[src/rtl/volcano_pkg.sv]
// volcano_pkg
//   Shared definitions for the volcano-name ASCII link, used by both the
//   receiver and the transmitter.
//   Contents: FSM state encoding, dictionary size, name IDs, the space
//   terminator and a character compare helper.
//   Optional build macro: VOLCANO_RX_CASE_FOLD_EN. When it is defined,
//   letters compare without regard to case. Non-letters, including the
//   space, always compare exactly.
package volcano_pkg;

  typedef enum logic [1:0] {
    IDLE  = 2'b00,
    MATCH = 2'b01,
    HUNT  = 2'b10
  } rx_state_t;

  localparam int NUM_NAMES = 6;
  localparam int MAX_LEN   = 11;

  localparam logic [2:0] ID_TAJUMULCO  = 3'd0;
  localparam logic [2:0] ID_TACANA     = 3'd1;
  localparam logic [2:0] ID_ACATENANGO = 3'd2;
  localparam logic [2:0] ID_FUEGO      = 3'd3;
  localparam logic [2:0] ID_SANTA_MARIA = 3'd4;
  localparam logic [2:0] ID_AGUA       = 3'd5;

  localparam logic [7:0] ASCII_SPACE = 8'h20;

`ifdef VOLCANO_RX_CASE_FOLD_EN
  // Map lower-case letters onto upper case by clearing bit 5. Any byte
  // outside the two letter ranges passes through untouched.
  function automatic logic [7:0] fold_case(input logic [7:0] c);
    if ((c >= 8'h41 && c <= 8'h5A) || (c >= 8'h61 && c <= 8'h7A))
      return c & 8'hDF;
    else
      return c;
  endfunction
`endif

  // Compare a dictionary character with a received byte.
  function automatic logic chars_equal(input logic [7:0] a,
                                       input logic [7:0] b);
`ifdef VOLCANO_RX_CASE_FOLD_EN
    return fold_case(a) == fold_case(b);
`else
    return a == b;
`endif
  endfunction

  // Pick the lowest set bit of a candidate mask as a name ID. Only one
  // bit can be set when a name completes, because the names are distinct.
  // The priority order is kept as a safeguard.
  function automatic logic [2:0] lowest_id(input logic [NUM_NAMES-1:0] m);
    logic [2:0] id;
    id = '0;
    for (int i = NUM_NAMES - 1; i >= 0; i--)
      if (m[i]) id = 3'(i);
    return id;
  endfunction

endpackage

[src/rtl/volcano_name_rom.sv]
// volcano_name_rom
//   Combinational dictionary lookup. For a given character position it
//   returns the character of every name at that position, plus every name
//   length, so that all six candidates can be checked in parallel.
//   Ports:
//     pos    in   4                 character position within the name
//     chars  out  8*NUM_NAMES       char(k,pos) at [8k+7:8k]; 0 past the end
//     lens   out  4*NUM_NAMES       len(k) at [4k+3:4k]
module volcano_name_rom
  import volcano_pkg::*;
(
  input  logic [3:0]             pos,
  output logic [8*NUM_NAMES-1:0] chars,
  output logic [4*NUM_NAMES-1:0] lens
);

  // The names are stored right-aligned. The first character of each name
  // therefore sits at the byte offset len-1, and the last character sits
  // at offset 0.
  localparam logic [8*MAX_LEN-1:0] NAME_TEXT [NUM_NAMES] = '{
    {16'h0, "Tajumulco"},
    {40'h0, "Tacana"},
    {8'h0,  "Acatenango"},
    {48'h0, "Fuego"},
    "Santa Maria",
    {56'h0, "Agua"}
  };

  localparam logic [3:0] NAME_LEN [NUM_NAMES] = '{
    4'd9, 4'd6, 4'd10, 4'd5, 4'd11, 4'd4
  };

  logic [3:0] rel;

  // Look up every name in parallel. rel converts the position, counted
  // from the left of the name, into a byte offset counted from the right.
  always_comb begin
    chars = '0;
    lens  = '0;
    rel   = '0;
    for (int k = 0; k < NUM_NAMES; k++) begin
      lens[4*k +: 4] = NAME_LEN[k];
      if (pos < NAME_LEN[k]) begin
        rel = NAME_LEN[k] - 4'd1 - pos;
        chars[8*k +: 8] = NAME_TEXT[k][{rel, 3'b000} +: 8];
      end
    end
  end

endmodule

[src/rtl/volcano_name_rx.sv]
// volcano_name_rx
//   Receive side of the volcano-name ASCII stream. The block consumes one
//   byte on each strobe and identifies which of the six fixed names arrived.
//   Each name is terminated by a space.
//   Optional build macro: VOLCANO_RX_CASE_FOLD_EN, which enables a
//   case-insensitive letter compare.
//   Ports:
//     clk          in   1      rising-edge clock
//     rst          in   1      asynchronous active-high reset
//     rx_data      in   8      received ASCII byte
//     rx_valid     in   1      rx_data is consumed this cycle
//     flush        in   1      synchronous abort back to IDLE; it wins over rx_valid
//     match_valid  out  1      one-cycle pulse after a name and its terminator
//     match_id     out  3      ID of the last matched name (held)
//     err          out  1      one-cycle pulse on the byte that kills all candidates
//     match_count  out  CNT_W  matches since reset, saturating
//     busy         out  1      high while in MATCH or HUNT
module volcano_name_rx
  import volcano_pkg::*;
#(
  parameter int CNT_W = 8
) (
  input  logic             clk,
  input  logic             rst,
  input  logic [7:0]       rx_data,
  input  logic             rx_valid,
  input  logic             flush,
  output logic             match_valid,
  output logic [2:0]       match_id,
  output logic             err,
  output logic [CNT_W-1:0] match_count,
  output logic             busy
);

  rx_state_t              state, state_n;
  logic [3:0]             pos, pos_n;
  logic [NUM_NAMES-1:0]   cand, cand_n;
  logic                   match_valid_n, err_n;
  logic [2:0]             match_id_n;
  logic [CNT_W-1:0]       match_count_n;

  logic [8*NUM_NAMES-1:0] rom_chars;
  logic [4*NUM_NAMES-1:0] rom_lens;
  logic [NUM_NAMES-1:0]   hit, done, live_hit, live_done;

  volcano_name_rom u_rom (
    .pos   (pos),
    .chars (rom_chars),
    .lens  (rom_lens)
  );

  // Score the incoming byte against every name at the current position.
  // done marks a name whose characters are all received and which now
  // sees its terminating space. hit marks a name whose next character
  // matches the byte. The terminator always needs an exact space, even
  // when case folding is enabled.
  always_comb begin
    hit  = '0;
    done = '0;
    for (int k = 0; k < NUM_NAMES; k++) begin
      if (pos == rom_lens[4*k +: 4])
        done[k] = (rx_data == ASCII_SPACE);
      else if (pos < rom_lens[4*k +: 4])
        hit[k] = chars_equal(rom_chars[8*k +: 8], rx_data);
    end
  end

  assign live_hit  = hit & cand;
  assign live_done = done & cand;

  // Next-state and output logic. The pulse outputs default low, so they
  // can only be high for the single cycle after the deciding byte. In
  // IDLE the candidate mask is always all ones, so the first byte is
  // checked against the whole dictionary.
  always_comb begin
    state_n       = state;
    pos_n         = pos;
    cand_n        = cand;
    match_valid_n = 1'b0;
    err_n         = 1'b0;
    match_id_n    = match_id;
    match_count_n = match_count;

    if (flush) begin
      state_n = IDLE;
      pos_n   = '0;
      cand_n  = '1;
    end else if (rx_valid) begin
      unique case (state)
        IDLE: begin
          if (rx_data != ASCII_SPACE) begin
            if (live_hit != '0) begin
              state_n = MATCH;
              pos_n   = 4'd1;
              cand_n  = live_hit;
            end else begin
              err_n   = 1'b1;
              state_n = HUNT;
            end
          end
        end
        MATCH: begin
          if (live_done != '0) begin
            match_valid_n = 1'b1;
            match_id_n    = lowest_id(live_done);
            if (match_count != '1)
              match_count_n = match_count + 1'b1;
            state_n = IDLE;
            pos_n   = '0;
            cand_n  = '1;
          end else if (live_hit != '0) begin
            pos_n  = pos + 4'd1;
            cand_n = live_hit;
          end else begin
            err_n   = 1'b1;
            state_n = HUNT;
          end
        end
        HUNT: begin
          if (rx_data == ASCII_SPACE) begin
            state_n = IDLE;
            pos_n   = '0;
            cand_n  = '1;
          end
        end
        default: begin
          state_n = IDLE;
          pos_n   = '0;
          cand_n  = '1;
        end
      endcase
    end
  end

  // State and output registers.
  always_ff @(posedge clk or posedge rst) begin
    if (rst) begin
      state       <= IDLE;
      pos         <= '0;
      cand        <= '1;
      match_valid <= 1'b0;
      match_id    <= '0;
      err         <= 1'b0;
      match_count <= '0;
    end else begin
      state       <= state_n;
      pos         <= pos_n;
      cand        <= cand_n;
      match_valid <= match_valid_n;
      match_id    <= match_id_n;
      err         <= err_n;
      match_count <= match_count_n;
    end
  end

  // busy is decoded straight from the state register, so it clears as
  // soon as reset asserts.
  assign busy = (state != IDLE);

endmodule

[config.mk]
export PLATFORM = sky130hd
export DESIGN_NAME = volcano_name_rx
export DESIGN_NICKNAME = d
export VERILOG_FILES = /design/src/rtl/volcano_pkg.sv /design/src/rtl/volcano_name_rom.sv /design/src/rtl/volcano_name_rx.sv
export SDC_FILE = /design/constraint.sdc
export NUM_CORES = 1
export LEC_CHECK = 0
export ABC_AREA = 1
export CAP_MARGIN = 20
export CORE_MARGIN = 3
export CORE_UTILIZATION = 43
export DETAILED_ROUTE_END_ITERATION = 12
export DONT_BUFFER_PORTS = 1
export SYNTH_ARGS = -nofsm -noshare
export SYNTH_HDL_FRONTEND = slang
export SYNTH_SLANG_ARGS = --single-unit
[constraint.sdc]
create_clock -name clk -period 4.85 [get_ports clk]
set_input_delay 0.97 -clock clk [delete_from_list [all_inputs] [get_ports clk]]
set_output_delay 0.97 -clock clk [all_outputs]
set_load 0.03 [all_outputs]
==> key figures <==
Outcome
  – Status: completed

Logic synthesis
  – Leading area contributor after synthesis: nand2_1
  – Mapped Area: a little over 3000 sq um
  – Syn Area/Cell: between 5 and 6 sq um
  – Synth top area cells: nand2_1, dfrtp_1, ha_1
  – Post-synth top area share: 0.2493
  – Largest family of logic cells by synthesized area: simple AND/OR/NAND/NOR gates
  – Post-Synth Adder-Cell Area: 0.08875
  – Mux contribution to synthesized area: 0.003630
  – Syn Inst Count: 528
  – Post-Synth Simple-Gate Area: 0.5063
  – Main synth FF type: dfrtp_1
  – Synth warnings: 0
  – Share of synthesized registers carrying an async set or reset: 1.000
  – Number of flops mapped to enable cells by yosys: 0
  – Synthesized flop and latch total: 25
  – Xor and xnor fraction of the mapped netlist area: 0.03106
  – Sequential fraction of the synthesis area: 0.2041
  – Syn nets: 562
  – Synth Area in Compound Gates: 0.07221
  – Yosys cell types: 36

Setup path
  – Reg-to-Reg Start: pos[2]
  – Critical Path Source Type: flip-flop
  – Largest fanout on the critical path: 15
  – Worst setup path startpoint: pos[2]
  – Worst Path Required: roughly 5000 ps
  – Setup CP Type: reg -> reg
  – Critical Path End Type: flip-flop
  – CP arrival: between 3000 and 4000 ps

Clock network
  – CTS clk-pin slew, worst paths: approximately 80 ps
  – Maximum clock path buffer count: 2
  – Root Driver: clkbuf_8
  – CTS tree: built
  – Postcts setup bufs: 0
  – Hold_buf cts: 0
  – Later-pin clock latency in the skew report: 270 ps
  – Num CTS Buffers: 3
  – CTS HTree Levels: 1
  – Clock Sinks: 25
  – CTS resizes: 0

Power and ir drop
  – IR drop worst, VDD: 170.6 uV
  – Pwr per Cell Area: roughly 210 nW/um^2
  – Leak pwr: 1.833 nW

STA
  – Rel. slew slack: 0.3738
  – Fin crit share: 0.6531
  – WHS: 464.3 ps
  – Final Hold Fails: 0
  – Slack of the critical path: approximately 1700 ps
  – Unrepaired setup endpoints after global routing: false
  – Final slew viol count: 0
  – Max Clk Rate: roughly 320 MHz
  – Setup_tns: 0 ps
  – Worst slew pin tran: between 900 and 1000 ps
  – Clock skew: ~3.7 ps
  – Setup violators final: 0
  – Post-layout minimum cycle time: between 3000 and 4000 ps

Placement
  – PortBufs: 0
  – Worst slack, placed: between 1500 and 2000 ps
  – Post-DP HPWL: between 7000 and 8000 um
  – Placer congestion estimate: between 0.9 and 1

Hold path
  – Hold Path Class: reg -> reg
  – Startpoint of the worst hold path: cand[3]

Layout
  – Layout area overhead: 3.389%
  – Share of layout cells above drive strength 1: 0.08031
  – Fill count: between 700 and 800
  – Final net count: roughly 560
  – Sequential Area: between 600 and 700 sq um
  – Antenna diode count: 0
  – Multi-input gate area: ~2200 sq um

Global routing
  – Largest net degree at the start of global routing: 26
  – Initial antenna violation count: 0
  – Number of global-route vias before repair: approximately 3.2k
  – Total track usage: 0.2333
  – GR Overflow Total: 0
  – Global-route wire length before repair: 15890 um

Detailed routing
  – Via count: ~3.3k
  – Initial DRC Count: about 180
  – Vias per cell: 5.317
  – Routed len/inst: ~15 um
  – First-pass DRT Iterations: 5
  – Final antenna-violating net count: 0
  – Residual DRC count: 0
  – Total wire length: ~9300 um

Floorplanning
  – Core footprint: about 7000 sq um
  – Total die area: 8268 sq um
  – DIE WIDTH: a little over 90 um
  – Initial Utilization: 0.4491
  – Ports: 26
  – Die height: 90.93 um
  – # rows: 30

Job
  – Max Cap Viol: 0
-- worst paths after layout --
path / end / slack, ps / cells past startpoint
hold / removal: cand[3] / 460 / 2
max in group asynchronous: match_id[0] / 3480 / 1
min in group asynchronous: match_count[6] / 800 / 1
setup reg to reg: pos[1] / 1680 / 18
hold reg to reg: cand[3] / 460 / 2
setup / recovery: pos[1] / 1680 / 18
-- through the flow --
stage            util  power [W]  area [sq um]  cells
2_1_floorplan       -  0.0004858          3102    528
3_3_place_gp   0.4578  0.0005433          3162    615
3_5_place_dp   0.4578  0.0005465          3162    615
4_1_cts        0.4643  0.0006703          3207    619
5_1_grt        0.4643  0.0007315          3207    619
6_report       0.4643  0.0006690          3207    619
-- flip-flops by register name (all words and copies together), names as in the netlist --
name	cells
match_count	8
cand	6
pos	4
match_id	3
state	2
err	1
match_valid	1
-- final cells by class --
cell class | count | area share
clock buffer | 4 | 0.01405
sequential | 25 | 0.1974
inverter | 61 | 0.07218
multi-input combinational | 433 | 0.6789
tap | 96 | 0.03746
-- routing by layer --
| layer | track usage | share of wire |
|---|---|---|
| met3 | 0.02900 | 0.065 |
| met4 | 0.09045 | 0.036 |
| met1 | 0.3025 | 0.43 |
| met2 | 0.3936 | 0.47 |
| met5 | 0 | 0 |
-- critical path, stage by stage, from the launching register on --
cell	delay (ps)
dfrtp_1	660
inv_2	250
ha_1	320
nand2_1	120
inv_1	60
nor2_1	480
nand2_1	120
inv_1	90
nand2_1	50
nand2_1	60
nand2_1	50
inv_1	40
nand3_1	80
nor2_1	100
nand2_1	160
nand3_1	140
nand2_2	110
nand2_1	90
o21ai_1	70
-- cell usage after synthesis, types with 3 or more instances --
cell,number
dfrtp_1,19
nand3_1,51
buf_2,3
nand3_2,5
nand3b_1,3
ha_1,22
nand2_1,206
a31oi_1,3
inv_2,6
nor3_1,3
nand4_1,15
o21ai_2,4
o21ai_0,14
nor2_2,4
nor2_1,60
a21oi_1,5
xor2_1,8
dfstp_2,6
o21ai_1,9
inv_1,52
xnor2_1,3
nand2_2,8
-- logic make-up after synthesis --
family                     after synthesis
buffers and inverters                   70
DFF                                     25
AOI/OAI and AO/OA                       39
and+or+nand+nor                        360
xor gates and xnor gates                11
muxes                                    1
adders and majority gates               22
-- layout by cell type, fill, tap and decap left out --
cell      netlist  final
nor4_1          1      1
dfstp_2         6      6
clkbuf_1        2      1
inv_4           1      1
o21a_1          1      1
a31oi_1         3      3
nand4_1        15     15
o21ai_0        14     14
nor3_2          1      1
clkinv_1        2      2
a21oi_1         5      5
o21ai_1         9      9
a22oi_1         1      1
dfrtp_1        19     19
nand3_1        51     51
nand3_2         5      5
inv_1          52     52
xor2_1          8      8
nand3b_1        3      3
xnor2_1         3      3
nor2_4          2      2
nor2_1         60     60
o21ai_2         4      4
ha_1           22     22
clkbuf_8        0      3
nand2_2         8      8
o31ai_1         1      1
mux2_2          1      1
o211ai_1        1      1
nor3_1          3      3
nand4_4         1      1
nor2_2          4      4
inv_2           6      6
nand2_1       206    206
-- report_power, final --
group | leakage, nW | total, W | switching, W | internal (W)
Combinational | 1.48 | 0.000306 | 0.000205 | 0.000102
Clock | 0.0228 | 0.000122 | 0.0000630 | 0.0000587
Sequential | 0.326 | 0.000241 | 0.0000198 | 0.000221
No activity file was read; power rests on OpenSTA's default activity.
